**config.mk**
```make
export PLATFORM = sky130hd
export DESIGN_NAME = fetch_ctrl
export DESIGN_NICKNAME = d
export VERILOG_FILES = /design/src/rtl/fetch_ctrl.sv
export SDC_FILE = /design/constraint.sdc
export NUM_CORES = 1
export LEC_CHECK = 0
export CORE_AREA = 4 4 74 76
export DETAILED_ROUTE_END_ITERATION = 8
export DIE_AREA = 0 0 78 80
export PLACE_DENSITY = 0.93
export SLEW_MARGIN = 10
export SYNTH_ARGS = -nofsm -noshare
export SYNTH_HDL_FRONTEND = slang
export SYNTH_SLANG_ARGS = --single-unit
```
**constraint.sdc**
```tcl
create_clock -name clk -period 4.6 [get_ports clk]
set_input_delay 1.15 -clock clk [delete_from_list [all_inputs] [get_ports clk]]
set_output_delay 1.15 -clock clk [all_outputs]
set_load 0.01 [all_outputs]
```
**src/rtl/fetch_ctrl.sv**
```systemverilog
// fetch_ctrl
// Instruction-fetch sequencer. Walks a PC over an INST_CAP-word instruction
// memory with synchronous reads. Returned instructions go to decode through a
// valid/ready handshake, with a one-entry skid buffer so that one instruction
// per cycle is sustained under backpressure. Handles start, redirect (flush)
// and end-of-program completion.
//
// Ports:
//   clk          clock, rising edge
//   rstn         synchronous active-low reset
//   start        begin fetching at PC 0 (IDLE/DONE only)
//   redirect     flush and reload PC from redirect_pc (RUN only)
//   redirect_pc  new PC
//   mem_rd       memory read strobe (combinational)
//   mem_addr     memory read address, equals pc (combinational)
//   mem_rdata    read data, valid the cycle after mem_rd
//   inst         instruction to decode (registered)
//   inst_pc      PC of inst (registered)
//   inst_valid   inst/inst_pc valid
//   inst_ready   decode accepts
//   done         program exhausted (registered)
module fetch_ctrl #(
   parameter int INST_CAP = 5,
   parameter int INST_LEN = 17,
   parameter int PC_W     = $clog2(INST_CAP) + 1
) (
   input  logic                clk,
   input  logic                rstn,
   input  logic                start,
   input  logic                redirect,
   input  logic [PC_W-1:0]     redirect_pc,
   output logic                mem_rd,
   output logic [PC_W-1:0]     mem_addr,
   input  logic [INST_LEN-1:0] mem_rdata,
   output logic [INST_LEN-1:0] inst,
   output logic [PC_W-1:0]     inst_pc,
   output logic                inst_valid,
   input  logic                inst_ready,
   output logic                done
);

   typedef enum logic [1:0] {IDLE, RUN, DONE} state_t;

   localparam logic [PC_W-1:0] CAP = PC_W'(INST_CAP);

   state_t              state;
   logic [PC_W-1:0]     pc;
   logic [INST_LEN-1:0] skid;
   logic [PC_W-1:0]     skid_pc;
   logic                skid_valid;
   logic                inflight;
   logic [PC_W-1:0]     inflight_pc;

   logic                pop;
   logic                out_free;
   logic [1:0]          occ;
   logic [1:0]          occ_after;

   // Issue decision. Occupancy counts every instruction already owned by this
   // block (output register, skid, read in flight); a new read is only issued
   // when, after this cycle's pop, at most one slot is taken, so the returning
   // word always has somewhere to land.
   always_comb begin
      pop       = inst_valid & inst_ready;
      out_free  = ~inst_valid | pop;
      occ       = {1'b0, inst_valid} + {1'b0, skid_valid} + {1'b0, inflight};
      occ_after = occ - {1'b0, pop};
      mem_addr  = pc;
      mem_rd    = rstn && (state == RUN) && (pc < CAP) && !redirect
                  && (occ_after < 2'd2);
   end

   // Single sequential block: FSM, PC, return path and skid buffer.
   always_ff @(posedge clk) begin
      if (!rstn) begin
         state       <= IDLE;
         pc          <= '0;
         inst        <= '0;
         inst_pc     <= '0;
         inst_valid  <= 1'b0;
         skid        <= '0;
         skid_pc     <= '0;
         skid_valid  <= 1'b0;
         inflight    <= 1'b0;
         inflight_pc <= '0;
         done        <= 1'b0;
      end else begin
         case (state)
            IDLE: begin
               inflight <= 1'b0;
               if (start) begin
                  pc    <= '0;
                  state <= RUN;
               end
            end

            DONE: begin
               inflight   <= 1'b0;
               inst_valid <= 1'b0;
               if (start) begin
                  pc    <= '0;
                  done  <= 1'b0;
                  state <= RUN;
               end
            end

            RUN: begin
               if (redirect) begin
                  // Any handshake this cycle has already completed; everything
                  // younger is dropped. An out-of-range target leaves pc past
                  // the end so the completion check retires to DONE next edge.
                  inst_valid <= 1'b0;
                  skid_valid <= 1'b0;
                  inflight   <= 1'b0;
                  pc         <= redirect_pc;
               end else begin
                  inflight <= mem_rd;
                  if (mem_rd) begin
                     inflight_pc <= pc;
                     pc          <= pc + PC_W'(1);
                  end

                  // Return path: the skid is always older than the word in
                  // flight, so it refills the output first.
                  if (out_free) begin
                     if (skid_valid) begin
                        inst       <= skid;
                        inst_pc    <= skid_pc;
                        inst_valid <= 1'b1;
                        skid_valid <= inflight;
                        if (inflight) begin
                           skid    <= mem_rdata;
                           skid_pc <= inflight_pc;
                        end
                     end else if (inflight) begin
                        inst       <= mem_rdata;
                        inst_pc    <= inflight_pc;
                        inst_valid <= 1'b1;
                     end else begin
                        inst_valid <= 1'b0;
                     end
                  end else if (inflight) begin
                     skid       <= mem_rdata;
                     skid_pc    <= inflight_pc;
                     skid_valid <= 1'b1;
                  end

                  if ((pc >= CAP) && !inflight && !skid_valid && out_free) begin
                     state <= DONE;
                     done  <= 1'b1;
                  end
               end
            end

            default: state <= IDLE;
         endcase
      end
   end

endmodule
```
# Word-level counts from Yosys, hierarchy flattened
# Cells that the tools add are included.
[word_totals]
reg_bits = 56
out_inout_bits = 28
elab_cells = 88
[op_classes]
n_addsub = 4
order_cmp = 3
eq_ne = 9
n_mux = 33
bitwise_logic = 4
n_reduce_logical = 24
[ops]
columns = ["cell", "n"]
rows = [
  ["$mux 17", 5],
  ["$mux 4", 8],
  ["$mux 1", 12],
  ["$reduce_and 3->1", 4],
  ["$pmux 4 s2", 1],
  ["$reduce_and 4->1", 2],
  ["$logic_and 1x1->1", 7],
  ["$mux 2", 3],
  ["$ne 2x2->1 const B", 3],
  ["$ne 3x3->1 const B", 2],
  ["$pmux 1 s2", 3],
  ["$reduce_bool 2->1", 3],
  ["$add 4x1->4 const B", 1],
  ["$ge 4x3->1 const B", 1],
  ["$lt 4x3->1 const B", 1],
  ["$ne 2x1->1 const B", 2],
  ["$pmux 2 s2", 1],
  ["$reduce_and 2->1", 2],
  ["$logic_not 1->1", 3],
  ["$reduce_bool 3->1", 1],
  ["$add 1x1->2", 1],
  ["$add 2x1->2", 1],
  ["$eq 2x1->1 const B", 1],
  ["$eq 2x2->1 const B", 1],
  ["7 further kinds", 8],
]

# Longest topological paths before layout
[depth]
ltp_word = 8
ltp_mapped = 10

# Worst setup path before layout
# No wires, ideal clock.
[synth_path]
path_kind = "input port to output port"
start = "input inst_ready"
end = "output mem_rd"
arrival_time_ns = 2.490
t_required_ns = 3.450
setup_slack_ns = 0.960
path_stages = 7
path_buffers = 0
cell_sequence = "and2_1 -> ha_1 -> inv_1 -> ha_1 -> a21oi_1 -> xnor2_1 -> nor3_4"
[synth_via]
elab_chain_cells = 4
[synth_lines]
columns = ["item", "line", "source"]
rows = [
  ["from (decl)", "38", "input logic inst_ready,"],
  ["$and 1x1->1", "64", "pop = inst_valid & inst_ready;"],
  ["$sub 2x1->2", "67", "occ_after = occ - {1'b0, pop};"],
  ["$lt 2x2->1", "70", "&& (occ_after < 2'd2);"],
  ["$logic_and 1x1->1", "70", ""],
  ["to (decl)", "32", "output logic mem_rd,"],
]
# Every way passes these cells.

# Worst setup path in the final report
# Ends and elaborated chain as after synthesis.

==> flow_summary_export.csv <==
group,metric,value,unit
synthesis,seq_area_frac_synth,43.3,%
critical_path,slowest_stage,"clkdlybuf4s50_1",
layout,fillers,376,
sta,drv_slew,0,
cts,cts_tree,"yes",
sta,relSlewSlack,69.1,%
critical_path,r2r-end,"mem_addr[1]",
pwr,sw_frac_of_total,23.4,%
layout,stdcell_count,373,
floorplan,ios,54,
critical_path,cpMostUsedCell,"ha_1",
cts,cts.clk_slew.worst_paths,100,ps
global_route,grt_antenna_before_repair,0,
routing,finalWirelength,5130,microns
layout,regArea,1120,sq um
synthesis,ys_types,37,
floorplan,die_y,80,microns
pwr,p_clk_share,32.0,%
placed_design,dp.cells,365,
sta,fin_tns_setup,0,ps
sta,finalCritPeriodShare,90.9,%
pwr,p_switching,0.196,mW
critical_path,critPathMaxFanout,3,
routing,wl_per_cell,13.8,microns
synthesis,syn-num-nets,286,
layout,layout-drive-gt1-share,6.54,%
sta,timing.hold.ws,457,ps
pwr,power.leakage,1.53,nW
cts,cts_buffer_depth,2,
floorplan,coreArea,4720,sq um
synthesis,synth_top_area_cell,"dfxtp_1",
sta,fmax,0.239,GHz
cts,cts.htree.levels,2,
synthesis,yosysWarnings,0,
sta,setup_viol,0,
floorplan,initial_core_util,54.8,%
min_path,min-delay-start,"inflight_pc[3]",
layout,diodes,0,
pwr,ir_drop,0.157,mV
run,cap_violations,0,
layout,final_core_util,69.1,%
routing,vias,1987,
layout,nets,336,
routing,vias_per_cell,5.33,
synthesis,synth_edf_count,0,
min_path,worst_hold_path.endpoint,"inflight_pc[3]",
floorplan,fp.dieW,78,microns
critical_path,timing.rr.start,"inst_valid",
placed_design,portBuffers,53,
synthesis,netlist_area,2590,sq um
critical_path,crit_path_cell_trace,"clkdlybuf4s50_1, and2_1, ha_1, inv_1, ha_1, a21oi_1, xnor2_1, nor3_4, dlymetal6s2s_1",
synthesis,ys_async_sr_fraction,0,%
synthesis,yosysMostFrequentCell,"dfxtp_1",
synthesis,synth_flop_cell,"dfxtp_1",
pwr,internal-power,0.639,mW
routing,remaining_drc_errors,0,
floorplan,dieArea,6240,sq um
pwr,powerDensity,256,nW/um^2
synthesis,yosysTopAreaCellShare,43.3,%
global_route,gr-total-overflow,0,
critical_path,worst-r2r-setup-slack,2390,ps
floorplan,rows,25,
min_path,whs_path_depth,2,
critical_path,arrival,3030,ps
sta,fin_skew,7.53,ps
critical_path,crit_type,"input pin to output pin",
critical_path,start_kind,"input pin",
min_path,hold_class,"flip-flop to flip-flop",
pwr,p_seq_share,59.2,%
pwr,power_frac_comb,8.9,%
synthesis,synth-seq-cells,56,
sta,worstMarginPinSlew,463,ps
global_route,grt_start_max_net_pins,56,
sta,min_period,4180,ps
layout,syn_to_final_growth,25.9,%
synthesis,syn-instance-count,255,
synthesis,avgSynthCellArea,10.2,sq um
routing,dr.pass1.iters,4,
placed_design,gp_congestion,0.823,
cts,clk_latency,300,ps
placed_design,dpl.hpwl,3500,microns
sta,rsz0062_at_grt,"no",
cts,cts_buffers,5,
sta,hold_viol_final,0,
critical_path,slowest_delay,420,ps
routing,drt_iter0_markers,168,
critical_path,required,3450,ps
cts,cts.sinks,56,
routing,drtAntennaViolNets,0,
layout,multi_input_area,1370,sq um
critical_path,cp_num_buf_inv,3,
global_route,grt_pass1_vias,1926,
run_status,status,"finished clean",
cts,root_buffer,"clkbuf_8",
critical_path,critPathCaptureType,"output pin",
critical_path,worstRegToRegCells,9,
synthesis,synth_common_cells,"dfxtp_1 (56), mux2i_1 (47), nand2_1 (28), nor2b_1 (27), o211a_1 (21)",
synthesis,synth_area_leaders,"dfxtp_1 (43%), mux2i_1 (18%), o211a_1 (8.1%), nor2b_1 (6.5%), nand2_1 (4.1%)",
global_route,grt_util_all_layers,16.6,%
critical_path,crit_family,"buffers and inverters",
global_route,grt_pass1_wl,8440,microns
## registers in the layout (all words and copies together), names as in the netlist
name,count
state,2
skid_valid,1
done,1
inst_pc,4
inflight,1
inflight_pc,4
inst_valid,1
inst,17
mem_addr,4
skid_pc,4
skid,17
## through the flow
| stage | setup slack [ps] | total power, mW | instance area (sq um) |
|---|---|---|---|
| global placement | 95.4 | 0.578 | 3170 |
| global route | 293 | 0.873 | 3260 |
| finish | 420 | 0.835 | 3260 |
| detailed placement | 39.6 | 0.579 | 3170 |
| floorplan | 960 | 0.540 | 2590 |
| CTS | 29.2 | 0.848 | 3260 |
## per-layer routing
metal,wire length (microns),vias up,global-route usage (%)
li1,-,998,-
met1,2360,948,20.2
met2,2550,36,29.5
met3,162,5,2.82
met4,59,0,5.77
met5,0,-,0
## cell type report
cell class | count | share of cell area, %
Sequential cell | 56 | 34.4
Multi-Input combinational cell | 178 | 42.1
Clock inverter | 3 | 0.690
Timing Repair Buffer | 59 | 17.6
Clock buffer | 5 | 2.11
Tap cell | 67 | 2.57
Inverter | 5 | 0.575
## worst reg2reg max path, delay by kind of cell, from the launching register on
family	cells	cell delay, ps
xor gates and xnor gates	1	240
DFF	1	360
AOI/OAI and AO/OA	3	590
and+or+nand+nor	2	360
adders and majority gates	2	530
buffers and inverters	1	40
## repair_timing
action / 4_1_cts / 5_1_grt
setup buffers: 0 / 0
hold endpoints to repair: 0 / 0
resized for setup: 0 / 1
endpoints found under the setup margin: 0 / 1
hold buffers: 0 / 0
## power by group through the flow
stage               Combinational (mW)  Sequential (mW)  Clock [mW]
global placement                0.0730            0.505           0
finish                          0.0741            0.494       0.267
global route                    0.0800            0.495       0.298
CTS                             0.0746            0.494       0.280
floorplan                       0.0353            0.505           0
detailed placement              0.0739            0.505           0
## worst max path at each step
stage               cells after the start        from  endpoint  slack, ps
global route                            9  inst_ready    mem_rd        290
finish                                  9  inst_ready    mem_rd        420
global placement                        9  inst_ready    mem_rd        100
CTS                                     9  inst_ready    mem_rd         30
floorplan                               7  inst_ready    mem_rd        960
detailed placement                      9  inst_ready    mem_rd         40
## layout by cell type, fill, tap and decap left out, drive strengths merged, types with 2 or more instances in the layout
| cell type | Yosys | routed |
|---|---|---|
| dfxtp | 56 | 56 |
| clkdlybuf4s50 | 0 | 51 |
| mux2i | 47 | 47 |
| nand2 | 28 | 28 |
| nor2b | 27 | 27 |
| o211a | 21 | 21 |
| buf | 9 | 7 |
| nor2 | 6 | 6 |
| inv | 5 | 6 |
| ha | 5 | 5 |
| clkbuf | 7 | 5 |
| and2 | 4 | 4 |
| a21oi | 4 | 4 |
| nand2b | 4 | 4 |
| nand3 | 4 | 4 |
| a21o | 2 | 2 |
| a211oi | 2 | 2 |
| o32ai | 2 | 2 |
| o21ai | 2 | 2 |
| a31oi | 2 | 2 |
| o22ai | 2 | 2 |
| and2b | 2 | 2 |
| nor3 | 2 | 2 |
| nor4 | 2 | 2 |
| clkinv | 0 | 2 |
## kinds of logic after synthesis
| kind of cell | share of synthesized area (%) |
|---|---|
| simple gates | 18.1 |
| buf+inv | 3.67 |
| xor+xnor | 0.338 |
| flops | 43.3 |
| compound gates | 14.0 |
| mux | 18.2 |
| fa+ha+maj | 2.42 |
No activity file was read; power rests on OpenSTA's default activity.
